[config.mk]
export PLATFORM = sky130hd
export DESIGN_NAME = mem_arbiter_flat
export DESIGN_NICKNAME = d
export VERILOG_FILES = /design/src/rtl/mem_arbiter_pkg.sv /design/src/rtl/mem_arbiter_if.sv /design/src/rtl/mem_arbiter_rr_picker.sv /design/src/rtl/mem_arbiter.sv /design/src/flat_wrapper.sv
export SDC_FILE = /design/constraint.sdc
export NUM_CORES = 1
export LEC_CHECK = 0
export BUFFER_PORTS_ARGS = -buffer_cell sky130_fd_sc_hd__buf_2
export CAP_MARGIN = 5
export CORE_ASPECT_RATIO = 0.8
export CORE_MARGIN = 3
export CORE_UTILIZATION = 42
export DETAILED_ROUTE_END_ITERATION = 6
export PLACE_DENSITY = 0.82
export SYNTH_ARGS = -nofsm -noshare
export SYNTH_HDL_FRONTEND = slang
export SYNTH_SLANG_ARGS = --single-unit
[constraint.sdc]
create_clock -name i_clk -period 2.2 [get_ports i_clk]
set_input_delay 0.11 -clock i_clk [delete_from_list [all_inputs] [get_ports i_clk]]
set_output_delay 0.11 -clock i_clk [all_outputs]
set_load 0.03 [all_outputs]
[src/rtl/mem_arbiter_pkg.sv]
// rtl/mem_arbiter_pkg.sv - shared constants and FSM encoding for the memory arbiter
package mem_arbiter_pkg;

    localparam int NCORES_DEF = 4;
    localparam int ADDR_W_DEF = 10;
    localparam int DATA_W_DEF = 16;
    localparam int MEM_WORDS  = 1024;

    typedef enum logic [1:0] {
        ST_IDLE   = 2'd0,
        ST_ACCESS = 2'd1,
        ST_RESP   = 2'd2
    } state_t;

endpackage

[src/rtl/mem_arbiter_if.sv]
// rtl/mem_arbiter_if.sv - core-side request/response bus of the memory arbiter
interface mem_arbiter_if
    import mem_arbiter_pkg::*;
#(
    parameter int NCORES = NCORES_DEF,
    parameter int ADDR_W = ADDR_W_DEF,
    parameter int DATA_W = DATA_W_DEF
);
    logic [NCORES-1:0]        req;
    logic [NCORES-1:0]        we;
    logic [NCORES*ADDR_W-1:0] addr;
    logic [NCORES*DATA_W-1:0] wdata;
    logic [NCORES-1:0]        ack;
    logic [DATA_W-1:0]        rdata;

    // cores drive requests and receive the response
    modport master (output req, we, addr, wdata, input ack, rdata);
    // the arbiter consumes requests and returns the response
    modport slave  (input req, we, addr, wdata, output ack, rdata);
endinterface

[src/rtl/mem_arbiter_rr_picker.sv]
// rtl/mem_arbiter_rr_picker.sv - combinational round-robin priority encoder
module rr_picker #(
    parameter int NCORES = 4,
    parameter int PTR_W  = (NCORES > 1) ? $clog2(NCORES) : 1
) (
    input  logic [NCORES-1:0] i_req,
    input  logic [PTR_W-1:0]  i_ptr,
    output logic              o_any,
    output logic [PTR_W-1:0]  o_idx
);
    int               w_cand;
    logic [PTR_W-1:0] w_cidx;

    // scan from farthest to nearest so the first set bit at/after i_ptr wins
    always_comb begin
        o_any  = 1'b0;
        o_idx  = '0;
        w_cand = 0;
        w_cidx = '0;
        for (int k = NCORES - 1; k >= 0; k--) begin
            w_cand = int'(i_ptr) + k;
            if (w_cand >= NCORES) begin
                w_cand = w_cand - NCORES;
            end
            w_cidx = PTR_W'(w_cand);
            if (i_req[w_cidx]) begin
                o_any = 1'b1;
                o_idx = w_cidx;
            end
        end
    end
endmodule

[src/rtl/mem_arbiter.sv]
// rtl/mem_arbiter.sv - round-robin arbiter serialising core loads/stores onto one memory port
module mem_arbiter
    import mem_arbiter_pkg::*;
#(
    parameter int NCORES = NCORES_DEF,
    parameter int ADDR_W = ADDR_W_DEF,
    parameter int DATA_W = DATA_W_DEF
) (
    input  logic              i_clk,
    input  logic              i_reset,
    mem_arbiter_if.slave      bus,
    output logic [ADDR_W-1:0] o_mem_addr,
    output logic              o_mem_we,
    output logic [DATA_W-1:0] o_mem_wdata,
    input  logic [DATA_W-1:0] i_mem_rdata
);
    localparam int PTR_W = (NCORES > 1) ? $clog2(NCORES) : 1;

    state_t            r_state;
    state_t            w_next_state;
    logic [PTR_W-1:0]  r_ptr;
    logic [PTR_W-1:0]  r_sel;
    logic              r_lwe;
    logic [NCORES-1:0] r_ack;
    logic [DATA_W-1:0] r_rdata;
    logic [ADDR_W-1:0] r_mem_addr;
    logic [DATA_W-1:0] r_mem_wdata;

    logic              w_any;
    logic [PTR_W-1:0]  w_win;
    logic [ADDR_W-1:0] w_addr_sel;
    logic [DATA_W-1:0] w_wdata_sel;
    logic              w_mem_we;

    rr_picker #(.NCORES(NCORES), .PTR_W(PTR_W)) u_picker (
        .i_req (bus.req),
        .i_ptr (r_ptr),
        .o_any (w_any),
        .o_idx (w_win)
    );

    assign w_addr_sel  = bus.addr[int'(w_win) * ADDR_W +: ADDR_W];
    assign w_wdata_sel = bus.wdata[int'(w_win) * DATA_W +: DATA_W];

    // state register
    always_ff @(posedge i_clk) begin
        if (i_reset) begin
            r_state <= ST_IDLE;
        end else begin
            r_state <= w_next_state;
        end
    end

    // next state and the memory write strobe; the strobe is killed by reset so
    // a store caught mid-transaction never reaches memory
    always_comb begin
        w_next_state = r_state;
        w_mem_we     = 1'b0;
        case (r_state)
            ST_IDLE: begin
                if (w_any) begin
                    w_next_state = ST_ACCESS;
                end
            end
            ST_ACCESS: begin
                w_mem_we     = r_lwe & ~i_reset;
                w_next_state = ST_RESP;
            end
            ST_RESP: begin
                w_next_state = ST_IDLE;
            end
            default: begin
                w_next_state = ST_IDLE;
            end
        endcase
    end

    // winner latch in IDLE; response and pointer update in ACCESS
    always_ff @(posedge i_clk) begin
        if (i_reset) begin
            r_ptr       <= '0;
            r_sel       <= '0;
            r_lwe       <= 1'b0;
            r_ack       <= '0;
            r_rdata     <= '0;
            r_mem_addr  <= '0;
            r_mem_wdata <= '0;
        end else begin
            r_ack <= '0;
            case (r_state)
                ST_IDLE: begin
                    if (w_any) begin
                        r_sel       <= w_win;
                        r_mem_addr  <= w_addr_sel;
                        r_mem_wdata <= w_wdata_sel;
                        r_lwe       <= bus.we[w_win];
                    end
                end
                ST_ACCESS: begin
                    r_rdata <= r_lwe ? r_mem_wdata : i_mem_rdata;
                    r_ack   <= NCORES'(1) << r_sel;
                    r_ptr   <= (r_sel == PTR_W'(NCORES - 1)) ? '0 : r_sel + 1'b1;
                end
                default: begin
                end
            endcase
        end
    end

    assign bus.ack     = r_ack;
    assign bus.rdata   = r_rdata;
    assign o_mem_addr  = r_mem_addr;
    assign o_mem_we    = w_mem_we;
    assign o_mem_wdata = r_mem_wdata;
endmodule

[src/flat_wrapper.sv]
// flat-port wrapper written by rule: the top's interface ports become plain ports
module mem_arbiter_flat import mem_arbiter_pkg::*;
#(
    parameter int NCORES = NCORES_DEF,
    parameter int ADDR_W = ADDR_W_DEF,
    parameter int DATA_W = DATA_W_DEF
)
  (i_clk, i_reset, o_mem_addr, o_mem_we, o_mem_wdata, i_mem_rdata, bus_req, bus_we, bus_addr, bus_wdata, bus_ack, bus_rdata);
  mem_arbiter_if #(.NCORES(NCORES), .ADDR_W(ADDR_W), .DATA_W(DATA_W)) bus_i ();
  input  logic i_clk;
  input  logic i_reset;
  output logic [ADDR_W-1:0] o_mem_addr;
  output logic o_mem_we;
  output logic [DATA_W-1:0] o_mem_wdata;
  input  logic [DATA_W-1:0] i_mem_rdata;
  input wire logic [$bits(bus_i.req)-1:0] bus_req;
  input wire logic [$bits(bus_i.we)-1:0] bus_we;
  input wire logic [$bits(bus_i.addr)-1:0] bus_addr;
  input wire logic [$bits(bus_i.wdata)-1:0] bus_wdata;
  output wire logic [$bits(bus_i.ack)-1:0] bus_ack;
  output wire logic [$bits(bus_i.rdata)-1:0] bus_rdata;
  assign bus_i.req = bus_req;
  assign bus_i.we = bus_we;
  assign bus_i.addr = bus_addr;
  assign bus_i.wdata = bus_wdata;
  assign bus_ack = bus_i.ack;
  assign bus_rdata = bus_i.rdata;
  mem_arbiter #(.NCORES(NCORES), .ADDR_W(ADDR_W), .DATA_W(DATA_W)) u_core (.i_clk(i_clk), .i_reset(i_reset), .bus(bus_i), .o_mem_addr(o_mem_addr), .o_mem_we(o_mem_we), .o_mem_wdata(o_mem_wdata), .i_mem_rdata(i_mem_rdata));
endmodule
# == Word level (Yosys, flattened, before mapping) ==
# Cells that the tools add are included.
# Widths: inputs -> output; s select.
# op_classes
n_shift,3
bitwise_logic,3
n_addsub,8
n_mul,1
n_mux,27
eq_ne,3
n_reduce_logical,3
magnitude_cmp,9
# op_table
operator,n
$shiftx 64x7->16,1
$shiftx 40x32->10,1
$mux 2,10
$mux 16,1
$lt 2x3->1 const B,5
$bmux 1 s2,5
$mux 1,10
$ge 3x3->1 const B,3
$sub 2x1->2 const B,4
$add 2x2->3 const B,2
$mul 2x3->5 const B,1
$pmux 2 s2,1
$shl 1x2->4 const A,1
$add 2x1->3 const B,1
$ge 2x3->1 const B,1
$add 2x1->2 const B,1
$eq 2x1->1 const B,1
$eq 2x2->1 const B,1
$logic_not 2->1,1
$ne 2x2->1 const B,1
$not 1->1,2
$reduce_and 2->1,1
$reduce_or 2->1,1
$and 1x1->1,1
# word_totals
register_bits,53
out_inout_bits,47
elab_cells,65

# == Longest topological paths before layout ==
# depth
ltp_word,11
depth_mapped,7

# == Modules after synthesis ==
# Synthesis repeated with hierarchy kept, for this count alone.
# hier_totals
hier_cells,212
hier_area_um2,2655.0
# by_module_without_submodules
module,n_inst,cells_each,seq_area_each_um2,area_each_um2
mem_arbiter,1,199,1061.0,2577.5
rr_picker,1,13,0.0,77.6

# == Worst setup path before layout ==
# Ideal clock, no wire load.
# synth_path
path_type,reg2reg
from,reg u_core.r_ptr[1]
to,reg u_core.r_mem_addr[0] (netlist: u_core.o_mem_addr[0])
stages_incl_launch_ff,8
path_buffers,2
path_slack_ns,0.628
synth_period_minus_slack_ns,1.572
arrival_time_ns,1.438
cell_sequence,dfxtp_1 mux2i_1 nor2_1 a311oi_2 nand2b_1 buf_4 buf_4 o221ai_1
# synth_between
elab_chain_cells,11
elab_cells_between_ends,34
cone_classes,add/sub: 7; mul: 1; order compare: 4; shift: 1; mux: 20; reduce/logical: 1
# synth_lines
item,line_no,text
start: declaration,mem_arbiter.sv:21,logic [PTR_W-1:0] r_ptr;
start signal: assignment,mem_arbiter.sv:102,r_ptr <= (r_sel == PTR_W'(NCORES - 1)) ? '0 : r_sel + 1'b1;
$add 2x2->3,mem_arbiter_rr_picker.sv:21,w_cand = int'(i_ptr) + k;
$ge 3x3->1 or $sub 2x1->2 (tied branches),"mem_arbiter_rr_picker.sv:22, mem_arbiter_rr_picker.sv:23",
$mux 2,mem_arbiter_rr_picker.sv:22,if (w_cand >= NCORES) begin
$bmux 1 s2,mem_arbiter_rr_picker.sv:26,if (i_req[w_cidx]) begin
$mux 1 (implied by the code),mem_arbiter_rr_picker.sv:26,
$mux 2 (4 in series),mem_arbiter_rr_picker.sv:26,
$mul 2x3->5,mem_arbiter.sv:42,assign w_addr_sel = bus.addr[int'(w_win) * ADDR_W +: ADDR_W];
$shiftx 40x32->10,mem_arbiter.sv:42,
end signal: assignment,mem_arbiter.sv:94,r_mem_addr <= w_addr_sel;
end: declaration,mem_arbiter.sv:26,logic [ADDR_W-1:0] r_mem_addr;
# Parallel ways exist; a longest one is shown, timed or not. The select of a mux whose other input is x is not followed.
# A chain may end at the register's enable or synchronous reset.

# == Worst setup path in the final report ==
# layout_path
from,reg u_core.r_ptr[1]
to,reg u_core.r_mem_addr[1] (netlist: u_core.o_mem_addr[1])
# The elaborated chain is that of the path after synthesis.

==> impl_metrics.ini <==
[run_status]
outcome = complete, no violations

[pwr]
power_mw = 2.66
internal-power_mw = 1.73
pwr-share-comb_pct = 34.0
clkPwrFrac_pct = 22.2
leakagePower_nw = 1.75
switching_share_pct = 34.8
net-switching-power_mw = 0.926
p_per_area_nw_per_um2 = 716
p_seq_share_pct = 43.8
peakVddDrop_uv = 332

[timing]
period_needed_ns = 1.98
fin_crit_sh_pct = 90.0
tightest_slew_ns = 0.584
max_freq_ghz = 0.505
slew_violations = 0
fin_ws_ns = 0.220
rsz0062_at_grt = false
skew_ns = 0.00220
setup_viol = 0
hold_viol = 0
relSlewSlack_pct = 60.9
hold_slack_ns = 0.114
setup_tns_ns = 0

[floorplanning]
rows = 25
core_area_um2 = 6040
dieArea_um2 = 7400
ioPinCount = 177
die_h_um = 77.5
start_util_pct = 44.5
die_w_um = 95.4

[placement]
post-place-ws_ns = 0.268
placed_cell_area_um2 = 3610
portBuffers = 176
hpwl_mm = 6.32
place.gp.congestion = 0.828

[layout]
fin_nets = 569
drive_above_1_share_pct = 45.6
area_growth_pct = 38.1
regArea_um2 = 1060
multi_input_area_um2 = 1470
n_antenna_cell = 0
final_area_um2 = 3710
num-fill-cells = 522

[setup_path]
crit_arrival_ns = 2.19
crit_fanout = 27
startpoint = u_core.r_ptr[1]$_SDFFE_PP0P_
end_kind = flip-flop
critPathRequiredTime_ns = 2.41
timing.rr.start = u_core.r_ptr[1]$_SDFFE_PP0P_
start_kind = flip-flop
path_class = reg -> reg
r2r_slack_ns = 0.22

[cts]
htree_num_levels = 2
clkSinkCount = 53
clockBufferDepth = 2
clk_latency_ns = 0.30
hold_buffers = 0
cts_root_buf = clkbuf_8
postCtsSetupRepairBufs = 0
cts_resized = 0
cts_buffers = 5
clkTransAtPathRegs_ns = 0.09
cts_tree = yes

[detailed_routing]
drt_iter0_drc = 72
routed_wl_mm = 8.10
drc = 0
num_vias = 2755
wl_per_cell_um = 15.6
vias_per_cell = 5.30
ant_nets = 0
drt_pass1_iterations = 4

[yosys]
avgSynthCellArea_um2 = 10.0
synth_fp_nets = 399
synth-seq-area-share_pct = 39.5
synth.distinct_cells = 28
ys_ff_latch = 53
syn_area_um2 = 2690
synthCells = 268
yosys_warnings = 0

[min_path]
hp-class = in -> reg
min_from = bus_wdata[14]

[job]
cap_violations = 0

[global_route]
grt.total_usage_pct = 21.3
grt_pass1_vias = 2690
grt_pass1_wl_mm = 12.5
antenna_found_initial = 0
grt_max_degree = 31
grt-ovfl-total = 0
[path summary, 6_finish.rpt]
kind | endpoint | depth (start not counted)
setup / recovery | u_core.o_mem_addr[1]$_SDFFE_PP0P_ | 5
hold / removal | u_core.o_mem_wdata[14]$_SDFFE_PP0P_ | 3
setup reg to reg | u_core.o_mem_addr[1]$_SDFFE_PP0P_ | 5
hold reg to reg | u_core.o_mem_addr[2]$_SDFFE_PP0P_ | 2
[flip-flops by register name, summed over array words and instances (netlist names)]
| name | flops |
|---|---|
| u_core.bus.ack | 4 |
| u_core.bus.rdata | 16 |
| u_core.o_mem_addr | 10 |
| u_core.o_mem_wdata | 16 |
| u_core.r_lwe | 1 |
| u_core.r_ptr | 2 |
| u_core.r_sel | 2 |
| u_core.r_state | 2 |
[layout by cell type, fill, tap and decap left out, types with 2 or more instances in the layout]
| cell | synthesis | layout |
|---|---|---|
| clkbuf_8 | 0 | 7 |
| nor4_1 | 2 | 2 |
| nand2_1 | 30 | 30 |
| buf_12 | 0 | 2 |
| a211oi_1 | 16 | 16 |
| nor2_1 | 22 | 22 |
| buf_2 | 2 | 176 |
| buf_4 | 5 | 7 |
| mux2i_1 | 73 | 73 |
| dfxtp_1 | 53 | 53 |
| inv_1 | 2 | 2 |
| nand2b_1 | 3 | 3 |
| o221ai_1 | 27 | 27 |
| a21oi_1 | 5 | 5 |
[power groups by stage]
stage          Combinational (mW)  Sequential (mW)  Clock [mW]
5_1_grt                     0.975             1.18       0.638
6_report                    0.904             1.16       0.590
3_3_place_gp                0.886             1.18           0
2_1_floorplan               0.411             1.37           0
4_1_cts                     0.913             1.16       0.608
3_5_place_dp                0.911             1.18           0
[critical path: stages, from the launching register on]
cell and delay, ns:
dfxtp_1 0.47, mux2i_1 0.24, nor2_1 0.08, a311oi_2 0.34, nand2_2 0.42, o221ai_1 0.33
[cell usage after synthesis]
cell	number	area share (%)
mux2i_1	73	27
dfxtp_1	53	39
nand2_1	30	4.2
o221ai_1	27	8.8
nor2_1	22	3.1
a211oi_1	16	4.5
buf_6	8	3.4
clkbuf_1	6	0.84
a21oi_1	5	0.93
buf_4	5	1.4
nand2b_1	3	0.70
buf_2	2	0.37
inv_1	2	0.28
nor4_1	2	0.47
a311oi_2	1	0.56
and2_1	1	0.23
and3_1	1	0.23
buf_1	1	0.14
ha_1	1	0.47
nand2_2	1	0.23
nor2_4	1	0.42
nor2b_1	1	0.23
nor3_1	1	0.19
nor3_2	1	0.37
nor4_2	1	0.47
nor4b_1	1	0.33
o21ai_1	1	0.19
o2bb2a_1	1	0.37
[metal layers]
| metal | vias to the layer above | wire length (µm) | track usage (%) |
|---|---|---|---|
| met5 | - | 0 | 0 |
| met4 | 0 | 92 | 5.54 |
| met3 | 11 | 745 | 5.52 |
| met2 | 133 | 4080 | 38.4 |
| met1 | 1267 | 3180 | 24.7 |
| li1 | 1344 | - | - |
[metrics by stage]
stage / instances / util, %
6_report: 520 / 61.5
5_1_grt: 520 / 61.5
4_1_cts: 520 / 61.5
3_5_place_dp: 512 / 59.8
3_3_place_gp: 512 / 59.8
2_1_floorplan: 268 / -
[layout make-up]
class,count,share of cell area (%)
clock buffers,7,2.60
clock inverters,1,0.135
inverters,2,0.202
multi-input cells,191,39.5
flip-flops and latches,53,28.6
well taps,81,2.73
repair buffers,185,26.2
[cell families after synthesis]
| group | Yosys count | synth area share (%) |
|---|---|---|
| muxes | 73 | 27.2 |
| AOI/OAI and AO/OA | 51 | 15.3 |
| DFF | 53 | 39.5 |
| and+or+nand+nor | 66 | 11.1 |
| buffers and inverters | 24 | 6.38 |
| adders and majority gates | 1 | 0.466 |
No activity file was read; power rests on OpenSTA's default activity.
